**src/rtl/adc_pkg.sv**
```systemverilog
// Shared types and constants for the ADC conversion sequencer.
package adc_pkg;

   localparam int CNT_W = 16;

   localparam int DEF_PWRUP_CYCLES      = 100000;
   localparam int DEF_CONVST_LOW_CYCLES = 4;
   localparam int DEF_SAMPLE_PERIOD     = 100;
   localparam int DEF_EOC_TIMEOUT       = 50;
   localparam int DEF_READ_GUARD        = 16;

   typedef enum logic [2:0] {
      OFF,
      PWRUP,
      IDLE,
      CONV,
      WAIT_EOC,
      GUARD,
      HOLD
   } seq_state_t;

   function automatic int max_int(input int a, input int b);
      return (a > b) ? a : b;
   endfunction

   function automatic logic [CNT_W-1:0] sat_inc16(input logic [CNT_W-1:0] v);
      return (&v) ? v : v + 1'b1;
   endfunction

endpackage

```
**src/rtl/eoc_sync.sv**
```systemverilog
// Two-flop synchronizer for the asynchronous EOC_18 pin plus a registered
// falling-edge detector producing a single-cycle eoc_fall pulse.
module eoc_sync (
   input  logic clk_100M,
   input  logic Reset,
   input  logic eoc_n,
   output logic eoc_fall
);

   logic [1:0] sync_q;
   logic       eoc_prev;

   // NOTE: sequential state uses non-blocking assignments so every flop samples
   // the pre-edge value of its neighbour; blocking here would collapse the chain.
   always_ff @(posedge clk_100M or negedge Reset) begin
      if (!Reset) begin
         sync_q   <= 2'b11;
         eoc_prev <= 1'b1;
         eoc_fall <= 1'b0;
      end else begin
         sync_q   <= {sync_q[0], eoc_n};
         eoc_prev <= sync_q[1];
         eoc_fall <= eoc_prev & ~sync_q[1];
      end
   end

endmodule

```
**src/rtl/adc_conv_sequencer.sv**
```systemverilog
// Conversion-control sequencer for the ADC parallel-interface controller:
// drives PD_in/CONVST_in at a fixed sample rate and flags timeouts and overruns.
module adc_conv_sequencer
   import adc_pkg::*;
#(
   parameter int PWRUP_CYCLES      = DEF_PWRUP_CYCLES,
   parameter int CONVST_LOW_CYCLES = DEF_CONVST_LOW_CYCLES,
   parameter int SAMPLE_PERIOD     = DEF_SAMPLE_PERIOD,
   parameter int EOC_TIMEOUT       = DEF_EOC_TIMEOUT,
   parameter int READ_GUARD        = DEF_READ_GUARD
) (
   input  logic             clk_100M,
   input  logic             Reset,
   input  logic             enable,
   input  logic             power_down,
   input  logic             err_clr,
   input  logic             EOC_18,
   output logic             CONVST_in,
   output logic             PD_in,
   output logic             busy,
   output logic             sample_tick,
   output logic [CNT_W-1:0] conv_count,
   output logic             timeout_err,
   output logic             overrun_err
);

   localparam int PH_MAX = max_int(max_int(PWRUP_CYCLES, CONVST_LOW_CYCLES),
                                   max_int(EOC_TIMEOUT, READ_GUARD));
   localparam int PH_W   = $clog2(PH_MAX + 1);

   localparam logic [PH_W-1:0]  PWRUP_LAST  = PH_W'(PWRUP_CYCLES - 1);
   localparam logic [PH_W-1:0]  LOW_LAST    = PH_W'(CONVST_LOW_CYCLES - 1);
   localparam logic [PH_W-1:0]  TO_LAST     = PH_W'(EOC_TIMEOUT - 1);
   localparam logic [PH_W-1:0]  GUARD_LAST  = PH_W'(READ_GUARD - 1);
   localparam logic [CNT_W-1:0] PERIOD_LAST = CNT_W'(SAMPLE_PERIOD - 1);

   seq_state_t       state;
   seq_state_t       next_state;
   logic [PH_W-1:0]  phase_cnt;
   logic [CNT_W-1:0] period_cnt;
   logic             eoc_fall;
   logic             conv_done;
   logic             to_hit;
   logic             ov_hit;
   logic             period_done;

   eoc_sync u_eoc_sync (
      .clk_100M (clk_100M),
      .Reset    (Reset),
      .eoc_n    (EOC_18),
      .eoc_fall (eoc_fall)
   );

   assign period_done = (period_cnt >= PERIOD_LAST);

   // NOTE: every signal driven here gets a default before the case, so no path
   // leaves one unassigned and no latch is inferred.
   always_comb begin
      next_state = state;
      conv_done  = 1'b0;
      to_hit     = 1'b0;
      ov_hit     = 1'b0;
      case (state)
         OFF: begin
            if (enable) next_state = PWRUP;
         end
         PWRUP: begin
            if (phase_cnt == PWRUP_LAST) next_state = IDLE;
         end
         IDLE: begin
            if (enable)          next_state = CONV;
            else if (power_down) next_state = OFF;
         end
         CONV: begin
            if (phase_cnt == LOW_LAST) next_state = WAIT_EOC;
         end
         WAIT_EOC: begin
            if (eoc_fall) begin
               conv_done  = 1'b1;
               next_state = GUARD;
            end else if (phase_cnt == TO_LAST) begin
               to_hit     = 1'b1;
               next_state = HOLD;
            end
         end
         GUARD: begin
            if (phase_cnt == GUARD_LAST) next_state = HOLD;
         end
         HOLD: begin
            // phase_cnt is zero only in the first HOLD cycle (it saturates)
            ov_hit = (phase_cnt == '0) && period_done;
            if (period_done) next_state = enable ? CONV : IDLE;
         end
         default: next_state = OFF;
      endcase
   end

   always_ff @(posedge clk_100M or negedge Reset) begin
      if (!Reset) begin
         state      <= OFF;
         phase_cnt  <= '0;
         period_cnt <= '0;
      end else begin
         state <= next_state;
         if (next_state != state) phase_cnt <= '0;
         else if (!(&phase_cnt))  phase_cnt <= phase_cnt + 1'b1;
         if (next_state == CONV && state != CONV) period_cnt <= '0;
         else                                     period_cnt <= sat_inc16(period_cnt);
      end
   end

   // Outputs are registered from next_state so they line up with the state.
   always_ff @(posedge clk_100M or negedge Reset) begin
      if (!Reset) begin
         CONVST_in   <= 1'b1;
         PD_in       <= 1'b0;
         busy        <= 1'b0;
         sample_tick <= 1'b0;
         conv_count  <= '0;
         timeout_err <= 1'b0;
         overrun_err <= 1'b0;
      end else begin
         CONVST_in   <= (next_state != CONV);
         PD_in       <= (next_state != OFF);
         busy        <= (next_state inside {CONV, WAIT_EOC, GUARD});
         sample_tick <= conv_done;
         if (conv_done) conv_count <= conv_count + 1'b1;
         timeout_err <= to_hit | (timeout_err & ~err_clr);
         overrun_err <= ov_hit | (overrun_err & ~err_clr);
      end
   end

endmodule

```
**config.mk**
```make
export PLATFORM = sky130hd
export DESIGN_NAME = adc_conv_sequencer
export DESIGN_NICKNAME = d
export VERILOG_FILES = /design/src/rtl/adc_pkg.sv /design/src/rtl/eoc_sync.sv /design/src/rtl/adc_conv_sequencer.sv
export SDC_FILE = /design/constraint.sdc
export NUM_CORES = 1
export LEC_CHECK = 0
export CAP_MARGIN = 10
export CORE_UTILIZATION = 35
export CTS_BUF_LIST = sky130_fd_sc_hd__clkbuf_2
export DETAILED_ROUTE_END_ITERATION = 12
export PLACE_DENSITY = 0.58
export SYNTH_ARGS = -nofsm -noshare
export SYNTH_HDL_FRONTEND = slang
export SYNTH_SLANG_ARGS = --single-unit
```
**constraint.sdc**
```tcl
create_clock -name clk_100M -period 3.5 [get_ports clk_100M]
set_input_delay 1.05 -clock clk_100M [delete_from_list [all_inputs] [get_ports clk_100M]]
set_output_delay 1.05 -clock clk_100M [all_outputs]
set_load 0.02 [all_outputs]
```
==> impl_metrics.json <==
{
  "sw_frac_of_total_pct": 36.2,
  "grt_pass1_wl_um": 11200,
  "outcome": "finished with violations",
  "period_needed_ps": 2850,
  "clk_pin_slew_worst_paths_ps": 200,
  "cp_num_cells": 6,
  "die_area_um2": 9840,
  "hold_path.class": "reg -> reg",
  "grt_usage_pct": 14.6,
  "drtAntennaViolNets": 0,
  "start_kind": "flop",
  "clockPowerShare_pct": 24.6,
  "portBuffers": 27,
  "switchingPower_uw": 655,
  "grt_max_degree": 63,
  "synth_top_family_by_area": "simple AND/OR/NAND/NOR gates",
  "synth_fp_nets": 341,
  "routed_wl_um": 6580,
  "synthSimpleGateAreaFrac_pct": 23.9,
  "cp_top_family": "simple AND/OR/NAND/NOR gates",
  "rsz0062_at_grt": "no",
  "core-area_um2": 9200,
  "vias": 2519,
  "grt_antenna_before_repair": 0,
  "ys_warn_count": 0,
  "power.share.sequential_pct": 48.7,
  "synth_xor_area_share_pct": 10.6,
  "synth_ff_type": "dfrtp_1",
  "initial_core_util_pct": 36.0,
  "clk-insertion-delay-late_ps": 530,
  "layout-drive-gt1-share_pct": 13.8,
  "p_per_area_nw_per_um2": 478,
  "antennaDiodeCount": 0,
  "cp_max_fo": 17,
  "crit_path_end_kind": "flop",
  "ys_seq_area_share_pct": 47.0,
  "globalRouteOverflowTotal": 0,
  "p_int_uw": 1150,
  "cts_htree_levels": 3,
  "root_buffer": "clkbuf_2",
  "die_w_um": 99.2,
  "tns_ps": 0,
  "tightest_slew_ps": 806,
  "setup_viol_count_final": 0,
  "grt_pass1_vias": 2275,
  "fin_cells": 474,
  "path_cells": "or4_4 -> nor4_4 -> a41o_2 -> o211ai_2 -> or3_1 -> a211oi_1",
  "p_comb_share_pct": 26.7,
  "crit_path_top_delay_cell": "or3_1",
  "syn_inst": 329,
  "synth_edf_count": 0,
  "drt-initial-drc-count": 126,
  "skew_ps": 31.4,
  "clock_path_buffers": 2,
  "nFillCells": 900,
  "vdd_drop_max_mv": 0.209,
  "maxCapViolCount": 0,
  "io_pins": 28,
  "placedCellCount": 458,
  "drc_errors": 2,
  "r2r_setup_slack_ps": 650,
  "finalHoldViolCount": 0,
  "muxShareOfSynthArea_pct": 1.63,
  "path_buf_inv": 0,
  "area_delta_synth_final_pct": 14.3,
  "ctsHoldBuffers": 0,
  "fmax_mhz": 351,
  "slew_violations": 0,
  "post-place-ws_ps": 451,
  "post_cts_buffers": 0,
  "synth_compound_area_share_pct": 11.2,
  "drt_pre_antenna_iters": 9,
  "tritoncts": "done",
  "critPathRequiredTime_ps": 3930,
  "synth_cell_types": 56,
  "reg2reg_depth": 6,
  "rows": 35,
  "fin_ws_ps": 650,
  "cts_inserted_buffers": 9,
  "synth_area_per_cell_um2": 10.1,
  "crit_arrival_ps": 3280,
  "fp.dieH_um": 99.2,
  "violations": "DRC",
  "hold-path-cell-count": 0,
  "final_nets": 370,
  "period_share_pct": 81.4,
  "synth_adder_area_share_pct": 2.27,
  "critical_path_class": "reg -> reg",
  "synth.cell_area_um2": 3310,
  "detail_route.wl_per_cell_um": 13.9,
  "cts_resized": 0,
  "gp_congestion": 0.857,
  "synth-async-reset-ratio_pct": 100,
  "p_leak_uw": 0.00157,
  "relSlewSlack_pct": 46.2,
  "vias_per_cell": 5.31,
  "clock-sinks": 62,
  "synth.ff_latch_count": 62,
  "place_hpwl_um": 4480,
  "max_stage_delay_ps": 670
}
[per-layer routing]
layer | part of all wire (%) | global-route usage (%)
met1 | 50 | 20.2
met2 | 45 | 21.3
met3 | 3.4 | 3.44
met4 | 2.3 | 7.24
met5 | 0 | 0
[area by class of cell]
| cell class | count | area, µm² | area share (%) |
|---|---|---|---|
| multi-input combinational | 244 | 1640 | 43.3 |
| clock buffer | 10 | 50.0 | 1.32 |
| timing repair buffer | 32 | 303 | 8.01 |
| sequential | 62 | 1560 | 41.2 |
| tap | 111 | 139 | 3.67 |
| inverter | 9 | 33.8 | 0.893 |
| clock inverter | 6 | 62.6 | 1.65 |
[layout by cell type (no fill, tap or decap), types with 5 or more instances in the layout]
cell / netlist / layout
nor2_1: 30 / 30
buf_4: 0 / 5
nand4_1: 18 / 18
nand2_1: 28 / 28
a21oi_2: 11 / 11
xor2_1: 18 / 18
inv_1: 9 / 9
xnor2_1: 22 / 22
nor3_1: 10 / 10
dfrtp_1: 58 / 58
ha_1: 6 / 6
a211oi_1: 7 / 7
and3_1: 11 / 11
clkdlybuf4s50_1: 0 / 26
clkbuf_2: 0 / 10
nand3_1: 27 / 27
[final timing paths]
path | start | end
worst min-delay path | u_eoc_sync.sync_q[0] | u_eoc_sync.sync_q[1]
worst max register to register | phase_cnt[6] | phase_cnt[6]
worst min register to register | u_eoc_sync.sync_q[0] | u_eoc_sync.sync_q[1]
max in group asynchronous | Reset | phase_cnt[16]
worst max-delay path | phase_cnt[6] | phase_cnt[6]
min in group asynchronous | Reset | conv_count[12]
[power by group through the flow]
| stage | clock, µW | sequential, µW | combinational, µW |
|---|---|---|---|
| floorplan | 0 | 894 | 340 |
| global placement | 0 | 893 | 482 |
| detailed placement | 0 | 895 | 486 |
| CTS | 459 | 882 | 489 |
| global route | 491 | 897 | 533 |
| finish | 444 | 882 | 483 |
[cells in the mapped netlist, drive strengths merged (2+ instances only)]
library cell / number / area (µm²)
a211oi: 8 / 72.6
a21boi: 2 / 15.0
a21oi: 13 / 106
a31oi: 2 / 12.5
and2: 2 / 12.5
and3: 11 / 68.8
and4: 2 / 17.5
buf: 5 / 46.3
clkbuf: 9 / 33.8
dfrtp: 58 / 1450
dfstp: 4 / 105
ha: 6 / 75.1
inv: 9 / 33.8
mux2: 3 / 33.8
mux2i: 2 / 20.0
nand2: 28 / 105
nand2b: 3 / 18.8
nand3: 27 / 135
nand4: 18 / 113
nor2: 31 / 119
nor2b: 2 / 12.5
nor3: 11 / 66.3
nor3b: 2 / 15.0
nor4: 4 / 40.0
o211ai: 2 / 20.0
o21ai: 5 / 28.8
o31ai: 2 / 15.0
or3: 2 / 12.5
or4: 2 / 18.8
xnor2: 22 / 193
xor2: 18 / 158
[state kept, by name, summed over array words and instances, names as in the netlist]
| signal | flops |
|---|---|
| conv_count | 16 |
| CONVST_in | 1 |
| PD_in | 1 |
| busy | 1 |
| u_eoc_sync.eoc_fall | 1 |
| u_eoc_sync.sync_q | 2 |
| sample_tick | 1 |
| phase_cnt | 17 |
| overrun_err | 1 |
| state | 3 |
| period_cnt | 16 |
| timeout_err | 1 |
| u_eoc_sync.eoc_prev | 1 |
[metrics by stage]
step	hold slack [ps]	total power, µW	instance area (µm²)	util (%)
after floorplan	345	1230	3310	-
after global placement	349	1380	3670	39.9
after detailed placement	353	1380	3670	39.9
after CTS	361	1830	3780	41.1
after global routing	362	1920	3780	41.1
final	358	1810	3780	41.1
[worst reg2reg max path, delay by kind of cell (launching register included)]
family | cells | cell delay [ps]
and+or+nand+nor | 3 | 1580
AOI/OAI and AO/OA | 3 | 730
DFF | 1 | 480
[cell families after synthesis]
logic type,Yosys count
DFF,62
xor gates and xnor gates,40
buffers and inverters,23
AOI/OAI and AO/OA,44
muxes,5
and+or+nand+nor,149
adders and majority gates,6
(Power assumes the default switching activity.)
